**src/rtl/reg_bus_sequencer_pkg.sv**
```systemverilog
// -----------------------------------------------------------------------------
// reg_bus_sequencer_pkg
// Shared definitions for the register-bus sequencer:
//   - instruction mode codes (instr[7:6])
//   - ALU op codes and branch condition codes (instr[2:0])
//   - FSM state encoding
//   - fixed register slot indices used by the implicit-operand modes
//   - slot_sel(): slot index -> one-hot enable vector
// -----------------------------------------------------------------------------
package reg_bus_sequencer_pkg;

   typedef enum logic [1:0] {
      MODE_IMM  = 2'b00,
      MODE_CALC = 2'b01,
      MODE_COPY = 2'b10,
      MODE_COND = 2'b11
   } mode_e;

   typedef enum logic [2:0] {
      ALU_OR   = 3'd0,
      ALU_NAND = 3'd1,
      ALU_NOR  = 3'd2,
      ALU_AND  = 3'd3,
      ALU_ADD  = 3'd4,
      ALU_SUB  = 3'd5,
      ALU_XOR  = 3'd6,
      ALU_XNOR = 3'd7
   } alu_op_e;

   // Conditions evaluate an 8-bit two's-complement value.
   typedef enum logic [2:0] {
      COND_NEVER  = 3'd0,
      COND_EQZ    = 3'd1,
      COND_LTZ    = 3'd2,
      COND_LEZ    = 3'd3,
      COND_ALWAYS = 3'd4,
      COND_NEZ    = 3'd5,
      COND_GEZ    = 3'd6,
      COND_GTZ    = 3'd7
   } cond_e;

   typedef enum logic [1:0] {
      ST_IDLE   = 2'd0,
      ST_READ   = 2'd1,
      ST_WRITE  = 2'd2,
      ST_BRANCH = 2'd3
   } state_e;

   // Slot 0 doubles as IMM destination and branch target source.
   localparam logic [2:0] SLOT_IMM = 3'd0;
   localparam logic [2:0] SLOT_OP1 = 3'd1;
   localparam logic [2:0] SLOT_OP2 = 3'd2;
   localparam logic [2:0] SLOT_RES = 3'd3;

   function automatic logic [7:0] slot_sel(input logic [2:0] idx);
      return 8'(1) << idx;
   endfunction

endpackage

```
**src/rtl/reg_bus_sequencer_if.sv**
```systemverilog
// -----------------------------------------------------------------------------
// reg_bus_sequencer_if
// Instruction handshake plus register-file bus of the sequencer.
//   instr_valid/instr/instr_ready : instruction handshake
//   load1_en/load2_en             : one-hot read enables for bus1/bus2
//   bus1/bus2                     : shared read buses from the register file
//   save_en/save_byte             : one-hot write enable and write data
//   pc_load/pc_target             : jump request and address
//   done                          : one-cycle completion pulse
// modport master : sequencer view
// modport slave  : instruction source / register file view
// -----------------------------------------------------------------------------
interface reg_bus_sequencer_if;

   logic       instr_valid;
   logic [7:0] instr;
   logic       instr_ready;
   logic [7:0] load1_en;
   logic [7:0] load2_en;
   logic [7:0] save_en;
   logic [7:0] bus1;
   logic [7:0] bus2;
   logic [7:0] save_byte;
   logic       pc_load;
   logic [7:0] pc_target;
   logic       done;

   modport master (
      input  instr_valid, instr, bus1, bus2,
      output instr_ready, load1_en, load2_en, save_en, save_byte,
             pc_load, pc_target, done
   );

   modport slave (
      output instr_valid, instr, bus1, bus2,
      input  instr_ready, load1_en, load2_en, save_en, save_byte,
             pc_load, pc_target, done
   );

endinterface

```
**src/rtl/reg_bus_sequencer_alu8_cond.sv**
```systemverilog
// -----------------------------------------------------------------------------
// alu8_cond
// Combinational 8-bit ALU and branch-condition evaluator.
//   a, b      : operands (a is port-1, b is port-2)
//   op        : ALU operation
//   result    : 8-bit result, ADD/SUB wrap modulo 256
//   cond      : condition code applied to a as a signed value
//   cond_true : condition outcome
// -----------------------------------------------------------------------------
module alu8_cond
   import reg_bus_sequencer_pkg::*;
(
   input  logic [7:0] a,
   input  logic [7:0] b,
   input  alu_op_e    op,
   input  cond_e      cond,
   output logic [7:0] result,
   output logic       cond_true
);

   logic is_zero;
   logic is_neg;

   always_comb begin
      result = '0;
      case (op)
         ALU_OR:   result = a | b;
         ALU_NAND: result = ~(a & b);
         ALU_NOR:  result = ~(a | b);
         ALU_AND:  result = a & b;
         ALU_ADD:  result = a + b;
         ALU_SUB:  result = a - b;
         ALU_XOR:  result = a ^ b;
         ALU_XNOR: result = ~(a ^ b);
         default:  result = '0;
      endcase
   end

   assign is_zero = (a == '0);
   assign is_neg  = a[7];

   always_comb begin
      cond_true = 1'b0;
      case (cond)
         COND_NEVER:  cond_true = 1'b0;
         COND_EQZ:    cond_true = is_zero;
         COND_LTZ:    cond_true = is_neg;
         COND_LEZ:    cond_true = is_neg | is_zero;
         COND_ALWAYS: cond_true = 1'b1;
         COND_NEZ:    cond_true = ~is_zero;
         COND_GEZ:    cond_true = ~is_neg;
         COND_GTZ:    cond_true = ~is_neg & ~is_zero;
         default:     cond_true = 1'b0;
      endcase
   end

endmodule

```
**src/rtl/reg_bus_sequencer.sv**
```systemverilog
// -----------------------------------------------------------------------------
// reg_bus_sequencer
// Executes one 8-bit instruction at a time against an external 8-slot register
// file reached through two shared read buses and a one-hot write enable.
//   clk : rising-edge clock
//   res : synchronous active-high reset
//   bus : reg_bus_sequencer_if.master (handshake, enables, buses, jump, done)
// Flow: IDLE -accept-> WRITE (IMM) or READ -> WRITE (CALC/COPY) / BRANCH (COND)
//       -> IDLE. Bus outputs are decoded only from registered state, latched
//       instruction and captured operands.
// -----------------------------------------------------------------------------
module reg_bus_sequencer
   import reg_bus_sequencer_pkg::*;
(
   input  logic                      clk,
   input  logic                      res,
   reg_bus_sequencer_if.master       bus
);

   state_e     state_q,     state_d;
   logic [7:0] instr_q,     instr_d;
   logic [7:0] op1_q,       op1_d;
   logic [7:0] op2_q,       op2_d;
   logic [7:0] pc_target_q, pc_target_d;

   mode_e      mode_q;
   logic [2:0] field_a_q;
   logic [2:0] field_b_q;
   logic [7:0] alu_result;
   logic       cond_true;

   assign mode_q    = mode_e'(instr_q[7:6]);
   assign field_a_q = instr_q[5:3];
   assign field_b_q = instr_q[2:0];

   // Op and condition share the low field; the mode decides which is used.
   alu8_cond u_alu8_cond (
      .a         (op1_q),
      .b         (op2_q),
      .op        (alu_op_e'(instr_q[2:0])),
      .cond      (cond_e'(instr_q[2:0])),
      .result    (alu_result),
      .cond_true (cond_true)
   );

   // Next-state logic
   always_comb begin
      state_d     = state_q;
      instr_d     = instr_q;
      op1_d       = op1_q;
      op2_d       = op2_q;
      pc_target_d = pc_target_q;
      case (state_q)
         ST_IDLE: begin
            if (bus.instr_valid) begin
               instr_d = bus.instr;
               state_d = (mode_e'(bus.instr[7:6]) == MODE_IMM) ? ST_WRITE : ST_READ;
            end
         end
         ST_READ: begin
            op1_d   = bus.bus1;
            op2_d   = bus.bus2;
            state_d = (mode_q == MODE_COND) ? ST_BRANCH : ST_WRITE;
         end
         ST_WRITE: begin
            state_d = ST_IDLE;
         end
         ST_BRANCH: begin
            pc_target_d = op2_q;
            state_d     = ST_IDLE;
         end
         default: state_d = ST_IDLE;
      endcase
   end

   always_ff @(posedge clk) begin
      if (res) begin
         state_q     <= ST_IDLE;
         instr_q     <= '0;
         op1_q       <= '0;
         op2_q       <= '0;
         pc_target_q <= '0;
      end else begin
         state_q     <= state_d;
         instr_q     <= instr_d;
         op1_q       <= op1_d;
         op2_q       <= op2_d;
         pc_target_q <= pc_target_d;
      end
   end

   // Output decode
   always_comb begin
      bus.instr_ready = (state_q == ST_IDLE);
      bus.load1_en    = '0;
      bus.load2_en    = '0;
      bus.save_en     = '0;
      bus.save_byte   = '0;
      bus.pc_load     = 1'b0;
      bus.done        = 1'b0;
      // pc_target shows the live operand during BRANCH, then holds it.
      bus.pc_target   = pc_target_q;
      case (state_q)
         ST_READ: begin
            case (mode_q)
               MODE_CALC: begin
                  bus.load1_en = slot_sel(SLOT_OP1);
                  bus.load2_en = slot_sel(SLOT_OP2);
               end
               MODE_COPY: begin
                  bus.load1_en = slot_sel(field_a_q);
               end
               MODE_COND: begin
                  bus.load1_en = slot_sel(SLOT_RES);
                  bus.load2_en = slot_sel(SLOT_IMM);
               end
               default: ;
            endcase
         end
         ST_WRITE: begin
            bus.done = 1'b1;
            case (mode_q)
               MODE_IMM: begin
                  bus.save_en   = slot_sel(SLOT_IMM);
                  bus.save_byte = {2'b00, instr_q[5:0]};
               end
               MODE_CALC: begin
                  bus.save_en   = slot_sel(SLOT_RES);
                  bus.save_byte = alu_result;
               end
               MODE_COPY: begin
                  bus.save_en   = slot_sel(field_b_q);
                  bus.save_byte = op1_q;
               end
               default: ;
            endcase
         end
         ST_BRANCH: begin
            bus.done      = 1'b1;
            bus.pc_load   = cond_true;
            bus.pc_target = op2_q;
         end
         default: ;
      endcase
   end

endmodule

```
**src/flat_wrapper.sv**
```systemverilog
// flat-port wrapper written by rule: the top's interface ports become plain ports
module reg_bus_sequencer_flat import reg_bus_sequencer_pkg::*;
  (clk, res, bus_instr_valid, bus_instr, bus_bus1, bus_bus2, bus_instr_ready, bus_load1_en, bus_load2_en, bus_save_en, bus_save_byte, bus_pc_load, bus_pc_target, bus_done);
  reg_bus_sequencer_if bus_i ();
  input  logic clk;
  input  logic res;
  input wire logic [$bits(bus_i.instr_valid)-1:0] bus_instr_valid;
  input wire logic [$bits(bus_i.instr)-1:0] bus_instr;
  input wire logic [$bits(bus_i.bus1)-1:0] bus_bus1;
  input wire logic [$bits(bus_i.bus2)-1:0] bus_bus2;
  output wire logic [$bits(bus_i.instr_ready)-1:0] bus_instr_ready;
  output wire logic [$bits(bus_i.load1_en)-1:0] bus_load1_en;
  output wire logic [$bits(bus_i.load2_en)-1:0] bus_load2_en;
  output wire logic [$bits(bus_i.save_en)-1:0] bus_save_en;
  output wire logic [$bits(bus_i.save_byte)-1:0] bus_save_byte;
  output wire logic [$bits(bus_i.pc_load)-1:0] bus_pc_load;
  output wire logic [$bits(bus_i.pc_target)-1:0] bus_pc_target;
  output wire logic [$bits(bus_i.done)-1:0] bus_done;
  assign bus_i.instr_valid = bus_instr_valid;
  assign bus_i.instr = bus_instr;
  assign bus_i.bus1 = bus_bus1;
  assign bus_i.bus2 = bus_bus2;
  assign bus_instr_ready = bus_i.instr_ready;
  assign bus_load1_en = bus_i.load1_en;
  assign bus_load2_en = bus_i.load2_en;
  assign bus_save_en = bus_i.save_en;
  assign bus_save_byte = bus_i.save_byte;
  assign bus_pc_load = bus_i.pc_load;
  assign bus_pc_target = bus_i.pc_target;
  assign bus_done = bus_i.done;
  reg_bus_sequencer u_core (.clk(clk), .res(res), .bus(bus_i));
endmodule
```
**config.mk**
```make
export PLATFORM = sky130hd
export DESIGN_NAME = reg_bus_sequencer_flat
export DESIGN_NICKNAME = d
export VERILOG_FILES = /design/src/rtl/reg_bus_sequencer_pkg.sv /design/src/rtl/reg_bus_sequencer_if.sv /design/src/rtl/reg_bus_sequencer_alu8_cond.sv /design/src/rtl/reg_bus_sequencer.sv /design/src/flat_wrapper.sv
export SDC_FILE = /design/constraint.sdc
export NUM_CORES = 1
export LEC_CHECK = 0
export ABC_AREA = 1
export CORE_UTILIZATION = 40
export CTS_CLUSTER_DIAMETER = 60
export CTS_CLUSTER_SIZE = 10
export DETAILED_ROUTE_END_ITERATION = 12
export PLACE_DENSITY = 0.67
export REMOVE_ABC_BUFFERS = 1
export SETUP_SLACK_MARGIN = 0.4
export SLEW_MARGIN = 20
export SYNTH_ARGS = -nofsm -noshare
export SYNTH_HDL_FRONTEND = slang
export SYNTH_SLANG_ARGS = --single-unit
```
**constraint.sdc**
```tcl
create_clock -name clk -period 3.1 [get_ports clk]
set_input_delay 0.62 -clock clk [delete_from_list [all_inputs] [get_ports clk]]
set_output_delay 0.62 -clock clk [all_outputs]
set_load 0.1 [all_outputs]
```
* After elaboration in Yosys (flattened, before gate mapping)
Index checks and enable logic that the tools add are counted.
Operators by class: $add $sub $neg 2, multiply operators 0, divide/modulo/power cells 0, magnitude comparators 0, eq/ne operators 14, shift operators 2, muxes and demuxes 17, bitwise logic cells 10, reductions and logical operators 7
Operator list (number):
- one-hot mux 8 bit (3 select lines) | 3
- one-hot mux 8 bit (8 select lines) | 1
- 2-to-1 mux 8 bit | 5
- inverter 8 bit | 3
- left shift 1 x 3 -> 8 bit (first input constant) | 2
- == test 3 bit (second input constant) | 4
- adder 8 bit | 1
- AND 8 bit | 1
- == test 2 bit (second input constant) | 4
- logical NOT 8 bit | 1
- bitwise OR 8 bit | 1
- one-hot mux 1 bit (8 select lines) | 1
- subtractor 8 bit | 1
- XOR 8 bit | 1
- == test 3 x 2 -> 1 bit (second input constant) | 2
- logical NOT 2 bit | 3
- one-hot mux 2 bit (3 select lines) | 1
- one-hot mux 3 bit (2 select lines) | 1
- == test 2 x 1 -> 1 bit (second input constant) | 2
- 2-to-1 mux 2 bit | 2
- == test 3 x 1 -> 1 bit (second input constant) | 1
- logical NOT 3 bit | 1
- 2-to-1 mux 1 bit | 3
- != test 2 bit (second input constant) | 1
- 5 further kinds | 6
Storage, ports and cells: register bits after elaboration 34, latch bits 0, memory bits (writable) 0, ROM bits 0, input port bits 27, logic and storage cells 57, memories 0

* Depth between registers and ports, before layout
Gate-level depths: netlist (run 1).
depth in word-level cells 5, gate-level depth with buffers 18, mapped depth without buffers 18

* By module
Synthesis (run 1) repeated with hierarchy kept, for this count alone.
Second synthesis, totals: cells, all modules 511, area total of the unflattened synthesis 3128.0 um^2
By module, submodules not included:
- reg_bus_sequencer | instances 1, cells each 285, area an instance 1805.5 um^2
- alu8_cond | instances 1, cells each 226, area an instance 1322.5 um^2

* Worst setup path before layout (run 1)
No wires, ideal clock.
path type register -> output, start point reg u_core.state_q[0], end point out bus_load1_en[3], arrival time 3.791 ns, required time 2.480 ns, setup slack -1.311 ns, cell stages (with the launch flop) 6, path buffers 0, path through dfxtp_1 -> inv_1 -> nor2_1 -> inv_2 -> nor3_1 -> o21bai_1
On the way: word-level cells in the longest chain between the ends 2
RTL lines:
- start, declared | line reg_bus_sequencer.sv:20 | state_e state_q, state_d;
- start signal, assigned | line reg_bus_sequencer.sv:84 | state_q <= state_d;
- == test 2 x 1 -> 1 bit | line reg_bus_sequencer.sv:103 | case (state_q)
- 2-to-1 mux 8 bit | line reg_bus_sequencer.sv:103
- end, declared | line flat_wrapper.sv:12 | output wire logic [$bits(bus_i.load1_en)-1:0] bus_load1_en;
No other way between the ends.

* Final worst setup path (run 1)
start point reg u_core.op2_q[1], end point out bus_save_byte[4]
On the way: word-level cells in the longest chain between the ends 4
RTL lines:
- start, declared | line reg_bus_sequencer.sv:23 | logic [7:0] op2_q, op2_d;
- start signal, assigned | line reg_bus_sequencer.sv:87 | op2_q <= op2_d;
- subtractor 8 bit / adder 8 bit (equally long branches) | line reg_bus_sequencer_alu8_cond.sv:32, reg_bus_sequencer_alu8_cond.sv:31
- one-hot mux 8 bit (8 select lines) * | line reg_bus_sequencer_alu8_cond.sv:26 | case (op)
- one-hot mux 8 bit (3 select lines) * | line reg_bus_sequencer.sv:122 | case (mode_q)
- 2-to-1 mux 8 bit * | line reg_bus_sequencer.sv:103
- end, declared | line flat_wrapper.sv:15 | output wire logic [$bits(bus_i.save_byte)-1:0] bus_save_byte;
Mark *: on every way between the ends. The rest lies on a longest branch, timed or not.

==> results of run 1 <==
-- synth_stat cells, types with 2 or more instances --
master     n
a211oi_1   2
a21oi_1   40
buf_2      2
buf_4      7
clkbuf_1   8
dfxtp_1   34
ha_1      24
inv_1     78
inv_2      6
nand2_1   88
nand2_2    2
nand3_1   23
nand3_4    2
nand4_1    6
nor2_1    42
nor2_2     2
nor2_4     2
nor3_1     6
o211ai_1   4
o21ai_0   54
o21ai_1    2
o22ai_1    7
or2_2      2
xor2_1     5
-- tightest hold or removal path: stages (launching register included) --
cell and delay [ns]:
dfxtp_1 0.35, inv_1 0.09, a21oi_1 0.06
-- worst max path at each step --
stage / start / to / slack [ns] / cells after the start
after floorplan: u_core.state_q[1] / bus_load1_en[3] / -1.88 / 4
final: u_core.op2_q[1] / bus_save_byte[4] / -0.14 / 15
after global placement: u_core.op2_q[0] / bus_save_byte[5] / 0.09 / 16
after CTS: u_core.op2_q[0] / bus_save_byte[5] / -0.13 / 17
after detailed placement: u_core.op2_q[0] / bus_save_byte[5] / -0.007 / 16
after global routing: u_core.op2_q[1] / bus_save_byte[5] / -0.27 / 17
-- metal layers --
metal	up-vias	wire length (um)	global-route usage
met1	1470	4050	0.324
met3	17	383	0.0286
li1	1641	-	-
met2	96	4300	0.403
met4	0	162	0.0667
met5	-	0	0
-- metrics by stage --
| stage | setup TNS, ns | power (W) | instances |
|---|---|---|---|
| 3_5_place_dp | -0.00656 | 0.00133 | 619 |
| 2_1_floorplan | -18.56 | 0.00112 | 448 |
| 4_1_cts | -0.417 | 0.00182 | 632 |
| 5_1_grt | -1.37 | 0.00203 | 638 |
| 6_report | -0.566 | 0.00190 | 638 |
| 3_3_place_gp | 0 | 0.00132 | 619 |
-- logic make-up after synthesis --
family,after synthesis
DFF,34
AOI/OAI and AO/OA,113
adders and majority gates,25
and+or+nand+nor,179
xor gates and xnor gates,6
other,1
buffers and inverters,103
-- area by class of cell --
type,count,area share
flip-flops and latches,34,0.170
well taps,96,0.0298
repair buffers,86,0.210
clock inverters,1,0.00745
multi-input cells,329,0.484
inverters,85,0.0804
clock buffers,7,0.0189
-- sequential cells by signal (all words and copies together), names as in the netlist --
| register | count |
|---|---|
| u_core.pc_target_q | 8 |
| u_core.op1_q | 8 |
| u_core.state_q | 2 |
| u_core.op2_q | 8 |
| u_core.instr_q | 8 |
-- power groups by stage --
stage	Combinational [W]	Clock (W)	Sequential [W]
floorplan	0.000595	0	0.000524
global placement	0.000803	0	0.000518
detailed placement	0.000815	0	0.000519
CTS	0.000885	0.000420	0.000511
global route	0.00106	0.000443	0.000517
finish	0.000975	0.000416	0.000513
-- repair_timing --
action | 4_1_cts | 5_1_grt
gates resized for setup | 35 | 22
pin swaps | 31 | 24
buffers inserted | 5 | 6
setup endpoints to repair | 9 | 15
==> flow_metrics.tcl, run 1 <==
set metrics [dict create \
    syn_avg_cell_area_um2 6.24 \
    reg2reg_to "u_core.pc_target_q[0]" \
    via_count_normalized_by_instance_count 5.05 \
    cts-root-buf "clkbuf_8" \
    cp.arrival_ns 2.62 \
    total_leakage_power_nw 1.92 \
    global_route.overflow_total 0 \
    clockPowerShare 0.219 \
    critical_path_class "reg -> out" \
    final-hold-violation-count 0 \
    synth-seq-area-share 0.237 \
    core_um2 6870 \
    cap_viol_max_count 0 \
    clkSinkCount 34 \
    timing.critical_path.slowest_cell_delay_ns 0.34 \
    post_synth_instance_area_um2 2880 \
    cts.clk_slew.worst_paths_ns 0.07 \
    detailedPlacementHpwl_um 6360 \
    p_int_w 0.00107 \
    sequentialPowerShare 0.269 \
    via_count 3224 \
    holdWs_ns 0.536 \
    dominant_combinational_cell_family_by_area_after_synthesis "simple AND/OR/NAND/NOR gates" \
    global_route.usage.total 0.240 \
    outcome "complete, but fails checks" \
    period_minus_slack_ns 3.24 \
    synth_simple_gate_area_share 0.277 \
    ys_top_cells_by_area "dfxtp_1 24%, nand2_1 11%, ha_1 10%" \
    final_min_period_over_clock_period 1.05 \
    number_of_flops_mapped_to_enable_cells_by_yosys 0 \
    postSynth.topFlopCell "dfxtp_1" \
    max_slew.worst_pin.slew_ns 0.725 \
    hold_path.startpoint "u_core.op2_q[7]" \
    number_of_search_and_repair_iterations_in_the_first_detailed_routing_pass 5 \
    multi_input_area_um2 1950 \
    net-switching-power_w 0.000833 \
    drive_gt1_frac 0.231 \
    fillers 656 \
    worst_path_dominant_cell_family "buffers and inverters" \
    mostFrequentLayoutCell "nand2_1" \
    reg_to_reg_slack_setup_ns 1.62 \
    post_synthesis_share_of_cell_area_spent_on_xor_and_xnor_gates 0.0183 \
    critical_path.n_buffers_inverters 5 \
    utilization 0.587 \
    synth.lib_cells_used.distinct 37 \
    timing_max_transition_violations_final 0 \
    grt_max_degree 38 \
    place.port_buffers 63 \
    critPathSlowestCell "dfxtp_2" \
    tritoncts_clock_tree "built" \
    post-route-cell-area_um2 4030 \
    clock_tree.htree_level_count 2 \
    yosys_warnings 0 \
    synth_largest_type_area_fraction 0.237 \
    initial_core_utilization 0.419 \
    reg2regPathDepth 3 \
    setup_viol_count_final 6 \
    worst_hold_path_type "reg -> reg" \
    start_kind "flop" \
    power.density_cell_area_nw_per_um2 472 \
    drtIter0Drc 231 \
    grt_pass1_wl_um 14100 \
    hold_end "u_core.op2_q[7]" \
    fin_worst_skew_ns 0.00692 \
    floorplan.die.width_um 86.8 \
    die-height_um 86.8 \
    dieArea_um2 7540 \
    dpl_worst_slack_ns -0.00656 \
    final_net_count 593 \
    grt_setup_unrepaired "yes" \
    hold-path-cell-count 2 \
    antenna_found_initial 0 \
    post_cts_hold_buffer_count 0 \
    antennaDiodeCount 0 \
    seq_area_um2 683 \
    critical_path.reg2reg.startpoint "u_core.state_q[1]" \
    worstSkewPairLatency_ns 0.30 \
    vias_in_the_first_global_route 2956 \
    sw_frac_of_total 0.438 \
    synth_area_leader_cell "dfxtp_1" \
    synthArstFlopShare 0 \
    slew_headroom 0.516 \
    routability_cong 0.888 \
    floorplan.rows 30 \
    synthesis_to_finish_area_growth_pct 40.0 \
    cts_buffer_depth 2 \
    drt_wl_total_um 8890 \
    synth.area.mux_share 0 \
    cts-buffers-inserted 5 \
    data_required_time_at_the_worst_endpoint_ns 2.48 \
    failing_checks "negative setup slack" \
    synth_adder_area_share 0.111 \
    vdd_ir_drop_max_mv 0.209 \
    setup_slack_ns -0.143 \
    io_pins 70 \
    fmaxAchievable_mhz 308 \
    ys_ff_latch 34 \
    worstPathMaxFanout 4 \
    wl_per_cell_um 13.9 \
    detail_route.drc_violations 0 \
    mostFrequentLayoutCells "79 x nand2_1, 72 x inv_1, 51 x o21ai_0, 47 x buf_4, 37 x nor2_1" \
    placement.cell_area_um2 3670 \
    timing.critical_path.cells "inv_2 -> ha_4 -> inv_4 -> nor3_4 -> or2_4 -> xor2_1 -> ha_1 -> buf_4 -> buf_6 -> a21oi_2 -> o21ai_1 -> nand2_1 -> nand2_1 -> a21oi_2 -> buf_12" \
    p_comb_frac 0.512 \
    synth-compound-area-share 0.209 \
    synth_cells 461 \
    final_antenna_net_count 0 \
    worstSetupEndpointType "primary output" \
]
Note: power is estimated with default switching activity, not from simulation.
==> run 2, diff against run 1 <==
- ABC_AREA: 1 -> not set
- CORE_MARGIN: not set -> 2
==> run 2 against run 1 <==
The flow still finishes with violations (negative setup slack). Routed wire length up 4.4%. Setup slack got worse by 0.21 ns. Clock skew increased by 0.0013 ns. Combinational power is 21% lower. Sequential power shrank 4.1%. Utilization rose by 4.2 points. Critical path type unchanged.
==> flow_metrics.tcl, run 2 <==
set metrics [dict create \
    post_cts_hold_buffer_count 0 \
    ys_top_cells_by_area "dfxtp_1 24%, ha_1 11%, nand2_1 9.9%" \
    vdd_ir_drop_max_mv 0.217 \
    data_required_time_at_the_worst_endpoint_ns 2.48 \
    critPathSlowestCell "or3_1" \
    drt_wl_total_um 9280 \
    synthArstFlopShare 0 \
    final-hold-violation-count 0 \
    floorplan.rows 30 \
    dieArea_um2 7830 \
    detailedPlacementHpwl_um 6160 \
    cts-buffers-inserted 5 \
    grt_setup_unrepaired "yes" \
    clkSinkCount 34 \
    power.density_cell_area_nw_per_um2 391 \
    critical_path.startpoint "u_core.instr_q[1]" \
    total_leakage_power_nw 1.67 \
    groute.layer.met1.usage 0.299 \
    cts-root-buf "clkbuf_8" \
    grt_max_degree 35 \
    cts.clk_slew.worst_paths_ns 0.08 \
    synth_area_leader_cell "dfxtp_1" \
    tritoncts_clock_tree "built" \
    number_of_search_and_repair_iterations_in_the_first_detailed_routing_pass 4 \
    placement.cell_area_um2 3890 \
    worst_path_most_repeated_cell "o21a_1" \
    number_of_gates_on_the_worst_path_with_buffers_counted 10 \
    timing.critical_path.cells "and3b_2 -> or2_4 -> xnor2_2 -> ha_1 -> o21a_1 -> o31a_1 -> o21a_1 -> or3_1 -> a31o_1 -> buf_12" \
    drtIter0Drc 207 \
    worstSkewPairLatency_ns 0.30 \
    slew_headroom 0.619 \
    timing_max_transition_violations_final 0 \
    groute.layer.met3.usage 0.0438 \
    number_of_flops_mapped_to_enable_cells_by_yosys 0 \
    ys_ff_latch 34 \
    worstPathMaxFanout 3 \
    start_kind "flop" \
    cp.arrival_ns 2.83 \
    yosysMostFrequentCell "nand2_1" \
    max_slew.worst_pin.slew_ns 0.567 \
    fillers 580 \
    detail_route.drc_violations 0 \
    vias_in_the_first_global_route 2894 \
    final_min_period_over_clock_period 1.11 \
    fmaxAchievable_mhz 290 \
    top_usage_layer "met2" \
    setup_slack_ns -0.350 \
    antennaDiodeCount 0 \
    global_route.overflow_total 0 \
    drive_gt1_frac 0.281 \
    final_antenna_net_count 0 \
    global_route.usage.total 0.228 \
    hold-path-cell-count 2 \
    setup_viol_count_final 6 \
    via_count 3131 \
    synthesis_to_finish_area_growth_pct 51.3 \
    final_net_count 532 \
    worstSetupEndpointType "primary output" \
    syn_avg_cell_area_um2 7.16 \
    timing.critical_path.slowest_cell_delay_ns 0.35 \
    synthTopCellsByCount "75 x nand2_1, 41 x a21oi_1, 34 x dfxtp_1, 25 x nor2_1, 24 x ha_1" \
    io_pins 70 \
    yosys_warnings 0 \
    floorplan.die.width_um 88.5 \
    post_synth_instance_area_um2 2860 \
    routability_cong 0.863 \
    via_count_normalized_by_instance_count 5.43 \
    utilization 0.629 \
    synth.lib_cells_used.distinct 54 \
    critical_path.reg2reg.startpoint "u_core.state_q[1]" \
    period_minus_slack_ns 3.45 \
    postSynth.topFlopCell "dfxtp_1" \
    antenna_found_initial 0 \
    hold_path.startpoint "u_core.op2_q[7]" \
    failing_checks "negative setup slack" \
    critical_path.n_buffers_inverters 1 \
    cts_buffer_depth 2 \
    initial_core_utilization 0.416 \
    synth_largest_type_area_fraction 0.238 \
    clock_tree.htree_level_count 2 \
    reg2regPathDepth 4 \
    mostFrequentLayoutCell "nand2_1" \
    met2_usage 0.380 \
    worst_path_dominant_cell_family "simple AND/OR/NAND/NOR gates" \
    worst_hold_path_type "reg -> reg" \
    outcome "complete, but fails checks" \
    synth_cells 399 \
    fin_worst_skew_ns 0.00825 \
    reg_to_reg_slack_setup_ns 1.67 \
    grt_pass1_wl_um 13900 \
    post-route-cell-area_um2 4320 \
    wl_per_cell_um 16.1 \
    mostFrequentLayoutCells "74 x nand2_1, 48 x buf_4, 37 x a21oi_1, 29 x dfxtp_1, 26 x clkdlybuf4s50_1" \
    synth-seq-area-share 0.238 \
    core_um2 6870 \
    critical_path_class "reg -> out" \
    cap_viol_max_count 0 \
    place.port_buffers 63 \
    die-height_um 88.5 \
]
run 2: changes by cell type after synthesis, moves of 8 or more:
cell | before | now
o21ai_0 | 54 | 19
xnor2_1 | 1 | 9
buf_2 | 2 | 10
mux2i_1 | 0 | 9
nand2_1 | 88 | 75
inv_1 | 78 | 22
nand2b_1 | 0 | 10
nor2b_1 | 0 | 16
nand3_1 | 23 | 0
nor2_1 | 42 | 25
run 2: cell type report:
type | count | area [um2] | share of cell area
Tap cell | 96 | 120 | 0.0278
Multi-Input combinational cell | 314 | 2160 | 0.500
Sequential cell | 34 | 689 | 0.160
Clock inverter | 3 | 45.0 | 0.0104
Inverter | 22 | 82.6 | 0.0191
Clock buffer | 5 | 68.8 | 0.0159
Timing Repair Buffer | 103 | 1150 | 0.267
run 2: final timing paths:
path	to
worst max-delay path	bus_save_byte[6]
worst min-delay path	u_core.op2_q[7]
worst max register to register	u_core.op2_q[0]
worst min register to register	u_core.op2_q[7]
run 2: cells by family (layout without fill, tap and decap cells):
| group | count (synthesis) | in the layout | synth area share |
|---|---|---|---|
| other | 1 | 6 | 0.00131 |
| AOI/OAI and AO/OA | 101 | 101 | 0.221 |
| DFF | 34 | 34 | 0.238 |
| adders and majority gates | 25 | 25 | 0.112 |
| muxes | 11 | 11 | 0.0394 |
| xor gates and xnor gates | 13 | 13 | 0.0399 |
| and+or+nand+nor | 158 | 158 | 0.258 |
| buffers and inverters | 56 | 133 | 0.0898 |
run 2: metal layers:
metal,wire [um],up-vias
li1,-,1517
met4,191,0
met2,4450,123
met5,0,-
met1,4010,1471
met3,634,20
run 2: power breakdown:
part	switching, W	leakage (nW)	internal [W]	total [W]
registers	0.0000328	0.279	0.000459	0.000492
clock network	0.000191	0.0504	0.000239	0.000431
logic	0.000435	1.34	0.000332	0.000767
run 2: through the flow:
| stage | setup WS [ns] | total power, W | hold WS [ns] | cells | TNS (ns) |
|---|---|---|---|---|---|
| final | -0.350 | 0.00169 | 0.510 | 577 | -1.72 |
| after global routing | -0.447 | 0.00176 | 0.538 | 577 | -2.30 |
| after CTS | -0.298 | 0.00160 | 0.507 | 575 | -1.34 |
| after detailed placement | -0.0430 | 0.00109 | 0.497 | 561 | -0.118 |
| after global placement | -0.00584 | 0.00108 | 0.496 | 561 | -0.00584 |
| after floorplan | -1.71 | 0.000895 | 0.448 | 370 | -38.06 |
run 2: worst register-to-register path, cell delays in order (launching register included):
cell and delay [ns]:
dfxtp_1 0.52, nand2b_2 0.40, buf_4 0.23, nand2_1 0.07, a21oi_1 0.14
run 2: what timing repair did:
item,CTS,global route
resized for setup,29,31
setup endpoints to repair,9,25
pin swaps,16,15
endpoints found under the hold margin,0,0
buffers inserted,6,2
